## src/rtl/i2c_poll_scheduler.sv

```systemverilog
// i2c_poll_scheduler: periodically (run) or on demand (trigger) walks up to
// four sensor slots, programs an Avalon-MM I2C bridge for a register read and
// stores the returned data word per slot.
// Optional feature macro: I2C_SCHED_IRQ_EN enables the round-complete irq.
module i2c_poll_scheduler #(
  parameter int NUM_SLOTS      = 4,
  parameter int DEFAULT_PERIOD = 50_000
) (
  input  logic        clock,
  input  logic        reset_n,
  input  logic [3:0]  s_address,
  input  logic        s_write,
  input  logic [31:0] s_writedata,
  input  logic        s_read,
  output logic [31:0] s_readdata,
  output logic        s_waitrequest,
  output logic [2:0]  m_address,
  output logic        m_write,
  output logic [31:0] m_writedata,
  output logic        m_read,
  input  logic [31:0] m_readdata,
  input  logic        m_waitrequest,
  output logic        irq
);

  typedef enum logic [3:0] {
    IDLE, SELECT, WR_ADDR, WR_DATA, WR_RW, WR_NBYTES, WR_ENA,
    RD_ACKERR, RD_USEDW, RD_FIFO, STORE, DONE
  } state_t;

  localparam logic [2:0]  LAST_SLOT  = 3'(NUM_SLOTS);
  localparam logic [3:0]  SLOT_MASK  = 4'((1 << NUM_SLOTS) - 1);
  localparam logic [31:0] PERIOD_RST = 32'(DEFAULT_PERIOD);

  state_t      state;
  logic        run;
  logic [31:0] period;
  logic [31:0] period_cnt;
  logic [31:0] period_eff;
  logic        tick;
  logic        pending;
  logic        overrun;
  logic        irq_q;
  logic [31:0] slot_cfg [4];
  logic [31:0] slot_result [4];
  logic [3:0]  err_flags;
  logic [3:0]  err_set;
  logic [3:0]  err_clr;
  logic [31:0] round_cnt;
  logic [2:0]  slot_idx;
  logic [7:0]  cur_reg;
  logic [7:0]  cur_nbytes;
  logic [31:0] fifo_data;
  logic [31:0] cfg_sel;
  logic        busy;
  logic        slot_ok;
  logic        wr_ctrl, wr_status, wr_period, wr_cfg, wr_err;
  logic        trig_wr;
  logic        ovr_set, pend_set, ovr_clr;
  logic        unused_read;

  assign unused_read   = s_read;
  assign s_waitrequest = 1'b0;
  assign busy          = (state != IDLE);
  assign slot_ok       = ({1'b0, s_address[1:0]} < LAST_SLOT);
  assign wr_ctrl       = s_write && (s_address == 4'd0);
  assign wr_status     = s_write && (s_address == 4'd1);
  assign wr_period     = s_write && (s_address == 4'd2);
  assign wr_cfg        = s_write && (s_address[3:2] == 2'b01) && slot_ok;
  assign wr_err        = s_write && (s_address == 4'd12);
  assign trig_wr       = wr_ctrl && s_writedata[1] && !s_writedata[0];
  assign err_clr       = wr_err ? s_writedata[3:0] : 4'b0000;
  assign ovr_clr       = wr_status && s_writedata[3];
  assign period_eff    = (period == 32'd0) ? 32'd1 : period;
  assign tick          = run && (period_cnt >= period_eff - 32'd1);
  assign ovr_set       = tick && busy && pending;
  assign pend_set      = tick && busy && !pending;
  assign cfg_sel       = slot_cfg[slot_idx[1:0]];
  assign irq           = irq_q;

  // Host-writable configuration: run bit, poll period and per-slot setup.
  always_ff @(posedge clock or negedge reset_n) begin
    if (!reset_n) begin
      run    <= 1'b0;
      period <= PERIOD_RST;
      for (int i = 0; i < 4; i++) slot_cfg[i] <= '0;
    end else begin
      if (wr_ctrl) run <= s_writedata[0];
      if (wr_period) period <= s_writedata;
      if (wr_cfg)
        slot_cfg[s_address[1:0]] <= {s_writedata[31], 7'd0, s_writedata[23:8], 1'b0, s_writedata[6:0]};
    end
  end

  // Free-running period counter, held at zero while run is off.
  always_ff @(posedge clock or negedge reset_n) begin
    if (!reset_n) period_cnt <= '0;
    else if (!run || tick) period_cnt <= '0;
    else period_cnt <= period_cnt + 32'd1;
  end

  // Error bit for the current slot on a bridge ack error or an empty FIFO.
  always_comb begin
    err_set = 4'b0000;
    if (!m_waitrequest &&
        (((state == RD_ACKERR) && m_readdata[0]) || ((state == RD_USEDW) && (m_readdata == 32'd0))))
      err_set = 4'b0001 << slot_idx[1:0];
  end

`ifdef I2C_SCHED_IRQ_EN
  // Round-complete interrupt; a new DONE wins over a same-cycle host clear.
  always_ff @(posedge clock or negedge reset_n) begin
    if (!reset_n) irq_q <= 1'b0;
    else irq_q <= (state == DONE) | (irq_q & ~(wr_status & s_writedata[4]));
  end
`else
  assign irq_q = 1'b0;
`endif

  // Poll sequencer: walks the slots and drives the bridge master port.
  always_ff @(posedge clock or negedge reset_n) begin
    if (!reset_n) begin
      state       <= IDLE;
      slot_idx    <= '0;
      cur_reg     <= '0;
      cur_nbytes  <= '0;
      fifo_data   <= '0;
      m_address   <= '0;
      m_write     <= 1'b0;
      m_writedata <= '0;
      m_read      <= 1'b0;
      err_flags   <= '0;
      round_cnt   <= '0;
      pending     <= 1'b0;
      overrun     <= 1'b0;
      for (int i = 0; i < 4; i++) slot_result[i] <= '0;
    end else begin
      err_flags <= (err_flags & ~err_clr) | err_set;
      overrun   <= ovr_set | (overrun & ~ovr_clr);
      if (pend_set) pending <= 1'b1;
      case (state)
        IDLE: begin
          pending <= 1'b0;
          if (trig_wr || tick) begin
            slot_idx <= '0;
            state    <= SELECT;
          end
        end
        SELECT: begin
          if (slot_idx >= LAST_SLOT) begin
            state <= DONE;
          end else if (cfg_sel[31]) begin
            cur_reg     <= cfg_sel[15:8];
            cur_nbytes  <= cfg_sel[23:16];
            m_write     <= 1'b1;
            m_address   <= 3'd0;
            m_writedata <= {25'd0, cfg_sel[6:0]};
            state       <= WR_ADDR;
          end else begin
            slot_idx <= slot_idx + 3'd1;
          end
        end
        WR_ADDR: if (!m_waitrequest) begin
          m_address   <= 3'd1;
          m_writedata <= {cur_reg, 24'h0};
          state       <= WR_DATA;
        end
        WR_DATA: if (!m_waitrequest) begin
          m_address   <= 3'd2;
          m_writedata <= 32'd1;
          state       <= WR_RW;
        end
        WR_RW: if (!m_waitrequest) begin
          m_address   <= 3'd4;
          m_writedata <= {24'd0, cur_nbytes};
          state       <= WR_NBYTES;
        end
        WR_NBYTES: if (!m_waitrequest) begin
          m_address   <= 3'd3;
          m_writedata <= 32'd1;
          state       <= WR_ENA;
        end
        WR_ENA: if (!m_waitrequest) begin
          m_write     <= 1'b0;
          m_writedata <= '0;
          m_read      <= 1'b1;
          m_address   <= 3'd5;
          state       <= RD_ACKERR;
        end
        RD_ACKERR: if (!m_waitrequest) begin
          if (m_readdata[0]) begin
            m_read    <= 1'b0;
            m_address <= 3'd0;
            slot_idx  <= slot_idx + 3'd1;
            state     <= SELECT;
          end else begin
            m_address <= 3'd6;
            state     <= RD_USEDW;
          end
        end
        RD_USEDW: if (!m_waitrequest) begin
          if (m_readdata == 32'd0) begin
            m_read    <= 1'b0;
            m_address <= 3'd0;
            slot_idx  <= slot_idx + 3'd1;
            state     <= SELECT;
          end else begin
            m_address <= 3'd1;
            state     <= RD_FIFO;
          end
        end
        RD_FIFO: if (!m_waitrequest) begin
          fifo_data <= m_readdata;
          m_read    <= 1'b0;
          m_address <= 3'd0;
          state     <= STORE;
        end
        STORE: begin
          slot_result[slot_idx[1:0]] <= fifo_data;
          slot_idx <= slot_idx + 3'd1;
          state    <= SELECT;
        end
        DONE: begin
          round_cnt <= round_cnt + 32'd1;
          pending   <= 1'b0;
          if (run && (pending || tick)) begin
            slot_idx <= '0;
            state    <= SELECT;
          end else begin
            state <= IDLE;
          end
        end
        default: state <= IDLE;
      endcase
    end
  end

  // Host read mux; unmapped or out-of-range slot addresses return a marker.
  always_comb begin
    s_readdata = 32'hDEAD_BEEF;
    case (s_address)
      4'd0: s_readdata = {31'd0, run};
      4'd1: s_readdata = {27'd0, irq_q, overrun, slot_idx[1:0], busy};
      4'd2: s_readdata = period;
      4'd4, 4'd5, 4'd6, 4'd7: if (slot_ok) s_readdata = slot_cfg[s_address[1:0]];
      4'd8, 4'd9, 4'd10, 4'd11: if (slot_ok) s_readdata = slot_result[s_address[1:0]];
      4'd12: s_readdata = {28'd0, err_flags & SLOT_MASK};
      4'd13: s_readdata = round_cnt;
      default: ;
    endcase
  end

endmodule
```

## config.mk

```make
export PLATFORM = sky130hd
export DESIGN_NAME = i2c_poll_scheduler
export DESIGN_NICKNAME = d
export VERILOG_FILES = /design/src/rtl/i2c_poll_scheduler.sv
export SDC_FILE = /design/constraint.sdc
export NUM_CORES = 1
export LEC_CHECK = 0
export BUFFER_PORTS_ARGS = -buffer_cell sky130_fd_sc_hd__buf_2
export CAP_MARGIN = 5
export CORE_AREA = 5 5 232 234
export DETAILED_ROUTE_END_ITERATION = 6
export DIE_AREA = 0 0 237 239
export GPL_TIMING_DRIVEN = 0
export PLACE_DENSITY = 0.56
export SYNTH_ARGS = -nofsm -noshare
export SYNTH_HDL_FRONTEND = slang
export SYNTH_SLANG_ARGS = --single-unit
export TNS_END_PERCENT = 100
```

## constraint.sdc

```tcl
create_clock -name clock -period 11.04 [get_ports clock]
set_input_delay 2.208 -clock clock [delete_from_list [all_inputs] [get_ports clock]]
set_output_delay 2.208 -clock clock [all_outputs]
set_load 0.05 [all_outputs]
```

==> flow_metrics.env <==
export IMPL_status="finished, final reports clean"
export IMPL_synth_enable_flop_cells=0
export IMPL_place_congestion=0.923
export IMPL_floorplan_initialDensity_pct=39.1
export IMPL_largest_reg_flops=128
export IMPL_ios=144
export IMPL_slowest_delay_ns=0.85
export IMPL_p_clk_share_pct=33.9
export IMPL_dp_cells=2403
export IMPL_setup_ws_ns=3.29
export IMPL_routedWlPerCell_um=23.3
export IMPL_grt_pass1_vias=14293
export IMPL_p_sw_share_pct=32.2
export IMPL_cts_sinks=403
export IMPL_rsz0062_at_grt="false"
export IMPL_worst_pin_slew_ns=1.18
export IMPL_netlist_area_um2=20300
export IMPL_num_rows=84
export IMPL_syn_avg_cell_area_um2=12.9
export IMPL_vias=13850
export IMPL_ys_seq_elements=403
export IMPL_die_y_um=239
export IMPL_crit_top_cell="clkbuf_1"
export IMPL_synth_cell_types=73
export IMPL_yosys_warnings=0
export IMPL_ys_seq_area_share_pct=49.8
export IMPL_top_register="slot_result"
export IMPL_grt_ovfl_total=0
export IMPL_drtPass1Iterations=7
export IMPL_die_w_um=237
export IMPL_wirelength_um=57900
export IMPL_clock_path_buffers=3
export IMPL_ctsResizeCount=0
export IMPL_max_cap_violations=0
export IMPL_area_delta_synth_final_pct=15.4
export IMPL_grt_start_max_net_pins=124
export IMPL_synth_cells=1572
export IMPL_htreeDepth=2
export IMPL_drive_gt1_share_pct=35.8
export IMPL_postRouteAntennaNets=0
export IMPL_post_cts_buffers=0
export IMPL_die_area_um2=56600
export IMPL_fin_cells=2486
export IMPL_min_period_over_period_pct=70.2
export IMPL_clkSlewWorstSetupHoldPaths_ns=0.06
export IMPL_cts_root_buf="clkbuf_16"
export IMPL_finalMaxSlewViolations=0
export IMPL_crit_path_start_kind="input pin"
export IMPL_track_usage_pct=20.4
export IMPL_antenna_found_initial=5
export IMPL_synth_flop_cell="dfrtp_1"
export IMPL_cpLargestDelayFamily="buffers and inverters"
export IMPL_crit_path_cell_trace="clkbuf_1, buf_1, clkbuf_1, mux4_2, nand2_1, a21oi_1, buf_2"
export IMPL_internal_power_uw=2990
export IMPL_finalHoldViolCount=0
export IMPL_power_density_nw_per_um2=189
export IMPL_fmax_mhz=129
export IMPL_worst_endpoint_arrival_ns=5.54
export IMPL_cts_hold_buf=0
export IMPL_drt_iter0_markers=1014
export IMPL_worstSetupPathType="input pin to primary output"
export IMPL_pre_cts_ws_ns=3.38
export IMPL_use_met3_pct=3.37
export IMPL_fin_util_pct=45.1
export IMPL_power_frac_comb_pct=23.8
export IMPL_drc_errors=0
export IMPL_cp_slowest_cell="buf_1"
export IMPL_async_flop_share_pct=100
export IMPL_ir_drop_uv=111
export IMPL_dp_hpwl_um=43000
export IMPL_fin_skew_ns=0.0190
export IMPL_layout_nets=1879
export IMPL_p_seq_share_pct=42.3
export IMPL_grt_busiest_layer="met2"
export IMPL_grt_pass1_wl_um=89200
export IMPL_cp_data_required_time_ns=8.83
export IMPL_switching_power_uw=1420
export IMPL_cts_buffers=45
export IMPL_final_min_clock_period_ns=7.75
export IMPL_cts_tree="done"
export IMPL_use_met2_pct=32.3
export IMPL_grt_use_met1_pct=29.4
export IMPL_largestRegisters="slot_result: 128 flops, slot_cfg: 96 flops"
export IMPL_setup_viol=0
export IMPL_vias_per_cell=5.57
export IMPL_p_leak_uw=0.0107
export IMPL_crit_buf_inv=4
export IMPL_path_max_fanout=10
export IMPL_end_kind="primary output"
export IMPL_hp_class="register to register"
export IMPL_core_area_um2=51800
export IMPL_io_buffers=122
export IMPL_clk_latency_ns=0.58
export IMPL_maxSlewHeadroom_pct=21.0
[placed cells by master, fill, tap and decap left out, drive strengths merged, types with 17 or more instances in the layout]
cell and instances:
a21oi 33, a221o 28, buf 181, clkbuf 117, conb 18, dfrtp 397
ha 43, inv 18, mux2 305, mux4 80, nand2 130, nand3 25
nand4 19, nor2 79, nor3 18, nor4 17, o21ai 42, xnor2 47
xor2 40
[Yosys cell counts, drive strengths merged (3+ instances only)]
master  number  area share, %
a222oi       8           0.40
inv         18           0.33
buf         54            1.5
nor2        79            1.5
a221o       28            1.4
and2         7           0.22
a22o         7           0.30
xor2        40            1.7
nand4       19           0.59
nor3        18           0.61
nand3b       7           0.26
a221oi      11           0.48
or3          7           0.24
or4          6           0.28
mux2       305             17
a31oi        5           0.15
dfrtp      397             49
nor4        17           0.63
a21o         4           0.15
ha          43            2.7
clkbuf      47           0.87
nand2b       8           0.25
xnor2       47            2.0
dfstp        6           0.78
o21ai       42            1.1
nor3b        6           0.30
and3        14           0.43
or2          5           0.17
a21oi       33           0.85
nor2b        9           0.28
and4         5           0.22
nand2      130            2.4
a22oi       11           0.41
nand4b       3           0.13
nand3       25           0.64
mux4        80            8.9
[power by group through the flow]
stage,clock network [uW],registers [uW],logic [uW]
finish,1500,1870,1050
global placement,0,1880,1030
CTS,1540,1870,1050
detailed placement,0,1890,1050
floorplan,0,1890,696
global route,1590,1890,1150
[cell families (layout without fill, tap and decap cells)]
family	count (synthesis)	after routing	synth area share, %
flip-flops	403	403	49.8
XOR/XNOR	87	87	3.76
AND/OR/NAND/NOR	367	367	9.28
multiplexers	386	386	25.9
adder cells (fa/ha/maj)	43	43	2.66
other	1	20	0.0185
buffers and inverters	119	326	2.66
AO/OA/AOI/OAI	166	166	5.92
[through the flow]
| step | area, um^2 | hold WS (ns) | setup TNS (ns) | power, uW |
|---|---|---|---|---|
| after floorplan | 20300 | 0.443 | 0 | 2580 |
| after global placement | 21800 | 0.457 | -114.05 | 2910 |
| after detailed placement | 21900 | 0.467 | 0 | 2940 |
| after CTS | 23400 | 0.481 | 0 | 4460 |
| after global routing | 23400 | 0.507 | 0 | 4630 |
| final | 23400 | 0.476 | 0 | 4410 |
[worst min-delay path, stage by stage (launching register included)]
cell	delay (ns)
dfrtp_1	0.34
nand2_1	0.04
o21ai_0	0.06
[worst paths after layout]
kind,startpoint,end,slack (ns),cells after the start
min in group asynchronous,reset_n,period_cnt[3]$_DFF_PN0_,1.62,1
setup reg to reg,period[18]$_DFFE_PN0P_,period_cnt[27]$_DFF_PN0_,5.45,21
hold / removal,m_writedata[24]$_DFFE_PN0P_,m_writedata[24]$_DFFE_PN0P_,0.48,2
hold reg to reg,m_writedata[24]$_DFFE_PN0P_,m_writedata[24]$_DFFE_PN0P_,0.48,2
setup / recovery,s_address[1],s_readdata[4],3.29,7
max in group asynchronous,reset_n,slot_result[34]$_DFFE_PN0P_,7.90,3
[area by class of cell]
class / instances / area, um^2
Antenna cell: 2 / 5.00
Buffer: 101 / 472
Clock buffer: 70 / 1340
Clock inverter: 10 / 118
Fill cell: 4764 / 28400
Inverter: 18 / 67.6
Multi-Input combinational cell: 1067 / 9700
Sequential cell: 403 / 10100
Tap cell: 688 / 861
Timing Repair Buffer: 127 / 726
[metal layers]
layer	part of all wire (%)	vias up
met4	2.8	2
met2	46	427
li1	-	6182
met3	6.5	95
met5	0.012	-
met1	45	7144
No activity file was read; power rests on OpenSTA's default activity.
